<file path="config.mk">
export PLATFORM = sky130hd
export DESIGN_NAME = serial_frame_rx
export DESIGN_NICKNAME = d
export VERILOG_FILES = /design/src/rtl/serial_frame_rx.sv
export SDC_FILE = /design/constraint.sdc
export NUM_CORES = 1
export LEC_CHECK = 0
export CAP_MARGIN = 25
export CORE_AREA = 2 2 67 69
export CTS_CLUSTER_SIZE = 40
export DETAILED_ROUTE_END_ITERATION = 12
export DIE_AREA = 0 0 69 71
export PLACE_DENSITY = 0.88
export SKIP_LAST_GASP = 1
export SYNTH_ARGS = -nofsm -noshare
export SYNTH_HDL_FRONTEND = slang
export SYNTH_SLANG_ARGS = --single-unit
</file>
<file path="constraint.sdc">
create_clock -name clk -period 2.7 [get_ports clk]
set_input_delay 0.81 -clock clk [delete_from_list [all_inputs] [get_ports clk]]
set_output_delay 0.81 -clock clk [all_outputs]
set_load 0.02 [all_outputs]
</file>
<file path="src/rtl/serial_frame_rx.sv">
// -----------------------------------------------------------------------------
// serial_frame_rx
//
// Receives fixed-length frames from an external serial clock/data pair that is
// asynchronous to clk. Both pins are synchronised, rising edges of the
// synchronised serial clock shift data in MSB first, and a completed frame
// updates the channel index / value outputs with a one-cycle strobe. A partial
// frame whose serial clock stops for TIMEOUT_CYCLES clk cycles is dropped with
// an error strobe.
//
// Frame layout (MSB first on the wire):
//   bits 16..11  channel index
//   bits 10..0   channel value
//   bit  17      even parity over bits 16..0 (only with SERIAL_FRAME_PARITY_EN)
//
// Optional feature macro: SERIAL_FRAME_PARITY_EN
//   defined   -> 18-bit frames; a parity mismatch gives frame_err and the
//                outputs keep their previous value.
//   undefined -> 17-bit frames, no parity logic.
//
// Parameters:
//   SYNC_STAGES     synchroniser depth for sClk and serialIn (2..4)
//   TIMEOUT_CYCLES  clk cycles without a serial clock edge before a partial
//                   frame is aborted
//
// Ports:
//   clk           system clock, all state updates on its rising edge
//   rst           synchronous active-high reset
//   sClk          external serial clock (asynchronous)
//   serialIn      external serial data, valid on sClk rising edge (asynchronous)
//   dataIn        value of the last good frame
//   dataInChange  channel index of the last good frame
//   frame_valid   one-cycle strobe: dataIn / dataInChange just updated
//   frame_err     one-cycle strobe: frame aborted (timeout) or rejected
// -----------------------------------------------------------------------------
module serial_frame_rx #(
  parameter int SYNC_STAGES    = 2,
  parameter int TIMEOUT_CYCLES = 50000
) (
  input  logic        clk,
  input  logic        rst,
  input  logic        sClk,
  input  logic        serialIn,
  output logic [10:0] dataIn,
  output logic [5:0]  dataInChange,
  output logic        frame_valid,
  output logic        frame_err
);

`ifdef SERIAL_FRAME_PARITY_EN
  localparam int FRAME_W = 18;
`else
  localparam int FRAME_W = 17;
`endif
  localparam int CNT_W = $clog2(TIMEOUT_CYCLES + 1);
  localparam int BIT_W = $clog2(FRAME_W);

  localparam logic [CNT_W-1:0] TO_LAST  = CNT_W'(TIMEOUT_CYCLES - 1);
  localparam logic [CNT_W-1:0] TO_MAX   = CNT_W'(TIMEOUT_CYCLES);
  localparam logic [BIT_W-1:0] LAST_BIT = BIT_W'(FRAME_W - 1);

  typedef enum logic {IDLE, SHIFT} state_t;

  // Timeout counter increment that sticks at its maximum instead of wrapping.
  function automatic logic [CNT_W-1:0] sat_inc(input logic [CNT_W-1:0] v);
    return (v == TO_MAX) ? v : v + CNT_W'(1);
  endfunction

  logic [SYNC_STAGES-1:0] sclk_sync_q, sclk_sync_d;
  logic [SYNC_STAGES-1:0] sin_sync_q, sin_sync_d;
  logic                   sclk_dly_q, sclk_dly_d;

  logic                   edge_stb, sin_s, last_bit, timeout;
  state_t                 state_q, state_d;
  logic [BIT_W-1:0]       bit_cnt_q, bit_cnt_d;
  // Holds the bits received so far; the final bit is taken straight from the
  // synchroniser so the decoded frame is registered on the edge that samples it.
  logic [FRAME_W-2:0]     sreg_q, sreg_d;
  logic [FRAME_W-1:0]     frame;
  logic [CNT_W-1:0]       to_cnt_q, to_cnt_d;
  logic [10:0]            data_q, data_d;
  logic [5:0]             chan_q, chan_d;
  logic                   valid_q, valid_d;
  logic                   err_q, err_d;

  // ---- synchroniser stage: raw pins enter here only ----
  always_comb begin
    sclk_sync_d = {sclk_sync_q[SYNC_STAGES-2:0], sClk};
    sin_sync_d  = {sin_sync_q[SYNC_STAGES-2:0], serialIn};
    sclk_dly_d  = sclk_sync_q[SYNC_STAGES-1];
  end

  always_ff @(posedge clk) begin
    if (rst) begin
      sclk_sync_q <= '0;
      sin_sync_q  <= '0;
      sclk_dly_q  <= 1'b0;
    end else begin
      sclk_sync_q <= sclk_sync_d;
      sin_sync_q  <= sin_sync_d;
      sclk_dly_q  <= sclk_dly_d;
    end
  end

  // ---- edge detect / frame decode stage ----
  assign edge_stb = sclk_sync_q[SYNC_STAGES-1] & ~sclk_dly_q;
  assign sin_s    = sin_sync_q[SYNC_STAGES-1];
  assign frame    = {sreg_q, sin_s};
  assign last_bit = edge_stb && (bit_cnt_q == LAST_BIT);
  // An edge in the final timeout cycle takes priority, hence !edge_stb.
  assign timeout  = (state_q == SHIFT) && !edge_stb && (to_cnt_q == TO_LAST);

  // FSM state register
  always_ff @(posedge clk) begin
    if (rst) state_q <= IDLE;
    else     state_q <= state_d;
  end

  // FSM next state
  always_comb begin
    state_d = state_q;
    case (state_q)
      IDLE:    if (edge_stb) state_d = SHIFT;
      SHIFT:   if (last_bit || timeout) state_d = IDLE;
      default: state_d = IDLE;
    endcase
  end

  // FSM outputs and datapath next values
  always_comb begin
    bit_cnt_d = bit_cnt_q;
    sreg_d    = sreg_q;
    to_cnt_d  = to_cnt_q;
    data_d    = data_q;
    chan_d    = chan_q;
    valid_d   = 1'b0;
    err_d     = 1'b0;
    if (edge_stb) begin
      sreg_d   = frame[FRAME_W-2:0];
      to_cnt_d = '0;
      if (last_bit) begin
        bit_cnt_d = '0;
`ifdef SERIAL_FRAME_PARITY_EN
        if (^frame) begin
          err_d = 1'b1;
        end else begin
          chan_d  = frame[16:11];
          data_d  = frame[10:0];
          valid_d = 1'b1;
        end
`else
        chan_d  = frame[16:11];
        data_d  = frame[10:0];
        valid_d = 1'b1;
`endif
      end else begin
        bit_cnt_d = bit_cnt_q + BIT_W'(1);
      end
    end else if (state_q == SHIFT) begin
      if (timeout) begin
        bit_cnt_d = '0;
        to_cnt_d  = '0;
        err_d     = 1'b1;
      end else begin
        to_cnt_d = sat_inc(to_cnt_q);
      end
    end else begin
      to_cnt_d = '0;
    end
  end

  // ---- output register stage ----
  always_ff @(posedge clk) begin
    if (rst) begin
      bit_cnt_q <= '0;
      sreg_q    <= '0;
      to_cnt_q  <= '0;
      data_q    <= '0;
      chan_q    <= '0;
      valid_q   <= 1'b0;
      err_q     <= 1'b0;
    end else begin
      bit_cnt_q <= bit_cnt_d;
      sreg_q    <= sreg_d;
      to_cnt_q  <= to_cnt_d;
      data_q    <= data_d;
      chan_q    <= chan_d;
      valid_q   <= valid_d;
      err_q     <= err_d;
    end
  end

  assign dataIn       = data_q;
  assign dataInChange = chan_q;
  assign frame_valid  = valid_q;
  assign frame_err    = err_q;

endmodule

</file>
# Word-level counts from Yosys, hierarchy flattened
# Cells that the tools add are included.
classes:
  n_addsub: 2
  eq_ne: 3
  mux: 9
  n_bitwise: 4
  reduce_logical: 12
ops:
  columns: ["op", "n"]
  rows:
  - ["16-bit == test, second input constant", 2]
  - ["5-bit two-way mux", 4]
  - ["16-bit by 1-bit adder with 16-bit output, second input constant", 1]
  - ["5-bit by 1-bit adder with 5-bit output, second input constant", 1]
  - ["5-bit == test, second input constant", 1]
  - ["1-bit two-way mux", 4]
  - ["2-bit AND reduction", 2]
  - ["2-bit nonzero test", 2]
  - ["4-bit OR reduction", 1]
  - ["1-bit logical AND", 3]
  - ["1-bit NOT", 3]
  - ["3-bit OR reduction", 1]
  - ["1-bit case mux with 2 select lines", 1]
  - ["2-bit OR reduction", 1]
  - ["1-bit bitwise AND", 1]
  - ["1-bit zero test", 1]
  - ["1-bit logical OR", 1]
totals:
  register_bits: 62
  inputBits: 4
  output_inout_bits: 19
  word_cells: 41

# Logic depth before layout (Yosys ltp)
depth:
  ltp_word: 8
  ltp_mapped: 7
  ltp_nobuf: 6

# Worst setup path after synthesis
# OpenSTA, ideal clock, no wires.
synth_path:
  path_type: "input port to flip-flop"
  start: "in rst"
  end: "reg to_cnt_q[15]"
  setup_time_ps: 115
  arrival_time_ps: 1534
  required_time_ps: 2585
  setup_slack_ps: 1051
  stages: 5
  n_path_buf: 2
  path_cell_list: "clkbuf_1 nor2_1 nand3_1 buf_4 nor2_1"
synth_via:
  elab_chain_cells: 1
synth_lines:
  columns: ["element", "line", "source"]
  rows:
  - ["start: declaration", "41", "input logic rst,"]
  - ["4-bit OR reduction (no line)", null, null]
  - ["end signal: assignment", "185", "to_cnt_q <= to_cnt_d;"]
  - ["end: declaration", "80", "logic [CNT_W-1:0] to_cnt_q, to_cnt_d;"]
# No other way between the ends.
# A chain may end at the register's enable or synchronous reset.

# Worst setup path after layout
layout_path:
  start: "reg data_q[9] (netlist: dataIn[9])"
  end: "out dataIn[9]"
layout_rtl:
  columns: ["element", "line", "source"]
  rows:
  - ["start: declaration", "81", "logic [10:0] data_q, data_d;"]
  - ["start signal: assignment", "186", "data_q <= data_d;"]
  - ["end: declaration", "44", "output logic [10:0] dataIn,"]
# No word-level cell between the ends.

==> results.toml <==
[cts]
clk_latency_ns = 0.34
ctsHoldBuffers = 0
clk_pin_slew_worst_paths_ns = 0.06
cts_tree = "built"
clockBufferDepth = 2
cts_root_buf = "clkbuf_8"
cts_buffers = 9
clock_sinks = 62
htree_levels = 3
ctsResizeCount = 0
postCtsSetupBuffers = 0

[place]
place_congestion = 0.7656
place_hpwl_um = 2983
dp_slack_ns = 0.6190
placed_area_um2 = 2698
port_buffers = 22

[worst_setup_path]
cp_num_buf_inv = 1
cp-start-kind = "register"
crit_type = "register to primary output"
path_cells = "clkdlybuf4s50_1"
worstPathRequired_ns = 1.89
crit_path_max_fanout = 2
cp_top_family = "buffers and inverters"
r2r_setup_slack_ns = 0.84
critPathCaptureType = "primary output"
critPathMaxStageDelay_ns = 0.63
crit_path_top_delay_cell = "clkdlybuf4s50_1"
critical_path_arrival_ns = 1.32

[cells_and_area]
most-common-layout-cells = "nand2_1, dfxtp_1, a21oi_1"
regArea_um2 = 1241
final_nets = 318
n_fill_cell = 342
multiInputGateArea_um2 = 1092
finish.instance_area_um2 = 2959
final_common_cell = "nand2_1"
final_layout_size_suffix_gt1_share_pct = 8.889
diodes = 0
synthToLayoutAreaGrowth_pct = 22.22

[run]
maxCapViolCount = 0

[global_routing]
grt_usage_pct = 20.38
grt_pass1_wl_um = 7935
grt_max_degree = 28
first_global_vias = 1789
antenna_found_initial = 0
grt-ovfl-total = 0

[detailed_routing]
wl_met1_um = 1985
vias = 1982
routed_wl_um = 4602
viasPerCell = 5.401
drtPass1Iterations = 4
drc_errors = 0
highest_layer = "met4"
wl_met2_um = 2270
first_iter_violations = 166
antenna_left = 0
wl_per_cell_um = 12.54
met3_length_um = 259

[synth]
synthesis.instances = 284
async_flop_share_pct = 0
yosys_warnings = 0
yosysUniqueCellTypes = 40
synth-main-ff-cell = "dfxtp_1"
syn_nets = 292
synth-edff-count = 0
synth_area_um2 = 2421
synth_seq_cells = 62
avgSynthCellArea_um2 = 8.525
yosysSeqAreaShare_pct = 51.27

[die]
start_util_pct = 57.59
rows = 24
core_um2 = 4204
ioPinCount = 23
die_h_um = 71
fp.dieArea_um2 = 4899
die_x_um = 69

[pwr]
power.leakage_nw = 0.9849
powerDensity_nw_per_um2 = 685.0
p_total_w = 0.002027
ir_drop_v = 0.0004058

[timing]
tns_ns = 0
drv_slew = 0
finalClockSkew_ns = 0.006820
whs_ns = 0.4479
clock.fmax_mhz = 468.8
setup_viol = 0
slew_headroom_pct = 54.49
worstMarginPinSlew_ns = 0.6826
fin_crit_sh_pct = 79.00
hold_viol = 0
period_needed_ns = 2.133
setup_ws_ns = 0.5671
rsz0062_at_grt = "no"

[hold_path]
hold_path.class = "register to register"

[status]
status = "completed"
[layout make-up]
cell class              count  area share, %
clock buffers              10          4.313
repair buffers             28          8.964
flip-flops and latches     62          41.94
inverters                   9          1.142
well taps                  52          2.199
multi-input cells         200          36.91
clock inverters             6          4.524
[metal layers]
layer	vias to the layer above	global-route usage, %
met5	-	0
met4	0	10.68
met3	8	6.553
met2	55	32.91
met1	918	24.39
li1	1001	-
[sequential cells by signal, summed over array words and instances (netlist names)]
register / flops
sin_sync_q: 2
state_q: 1
dataInChange: 6
to_cnt_q: 16
sclk_dly_q: 1
frame_valid: 1
bit_cnt_q: 5
frame_err: 1
sclk_sync_q: 2
dataIn: 11
sreg_q: 16
[path summary, 6_finish.rpt]
path	start	to	cells past startpoint
setup / recovery	dataIn[9]	dataIn[9]	1
hold / removal	sin_sync_q[0]	sin_sync_q[1]	1
setup reg to reg	bit_cnt_q[0]	bit_cnt_q[4]	6
hold reg to reg	sin_sync_q[0]	sin_sync_q[1]	1
[through the flow]
step,util [%],instances
finish,70.39,367
global route,70.39,367
CTS,70.39,367
detailed placement,64.17,351
global placement,64.17,351
floorplan,-,284
[where the power goes]
part	leakage [nW]	switching [W]	total (W)	internal, W
clock	0.130	0.000356	0.00106	0.000707
combinational	0.354	0.0000263	0.0000406	0.0000143
sequential	0.500	0.00000382	0.000924	0.000920
[cell usage after synthesis (2+ instances only)]
master / instances / area (um2)
nand3_1: 9 / 45.04
nor2_1: 18 / 67.56
nor3_1: 5 / 25.02
clkbuf_1: 11 / 41.29
ha_1: 4 / 50.05
nor2b_1: 6 / 37.54
inv_1: 9 / 33.78
dfxtp_1: 62 / 1241
nand4_1: 3 / 18.77
nand3b_1: 2 / 15.01
a21oi_1: 37 / 185.2
xor2_1: 3 / 26.28
nand2_1: 72 / 270.3
o22ai_1: 2 / 12.51
xnor2_1: 11 / 96.34
mux2i_1: 2 / 20.02
o21ai_1: 2 / 10.01
nor4_1: 4 / 25.02
[cell families (layout without fill, tap and decap cells)]
family / after synthesis / after routing / synth area share [%]
DFF: 62 / 62 / 51.27
buffers and inverters: 22 / 53 / 3.617
and+or+nand+nor: 135 / 135 / 27.29
xor gates and xnor gates: 14 / 14 / 5.065
muxes: 2 / 2 / 0.8269
adders and majority gates: 4 / 4 / 2.067
AOI/OAI and AO/OA: 45 / 45 / 9.871
(Power assumes the default switching activity.)
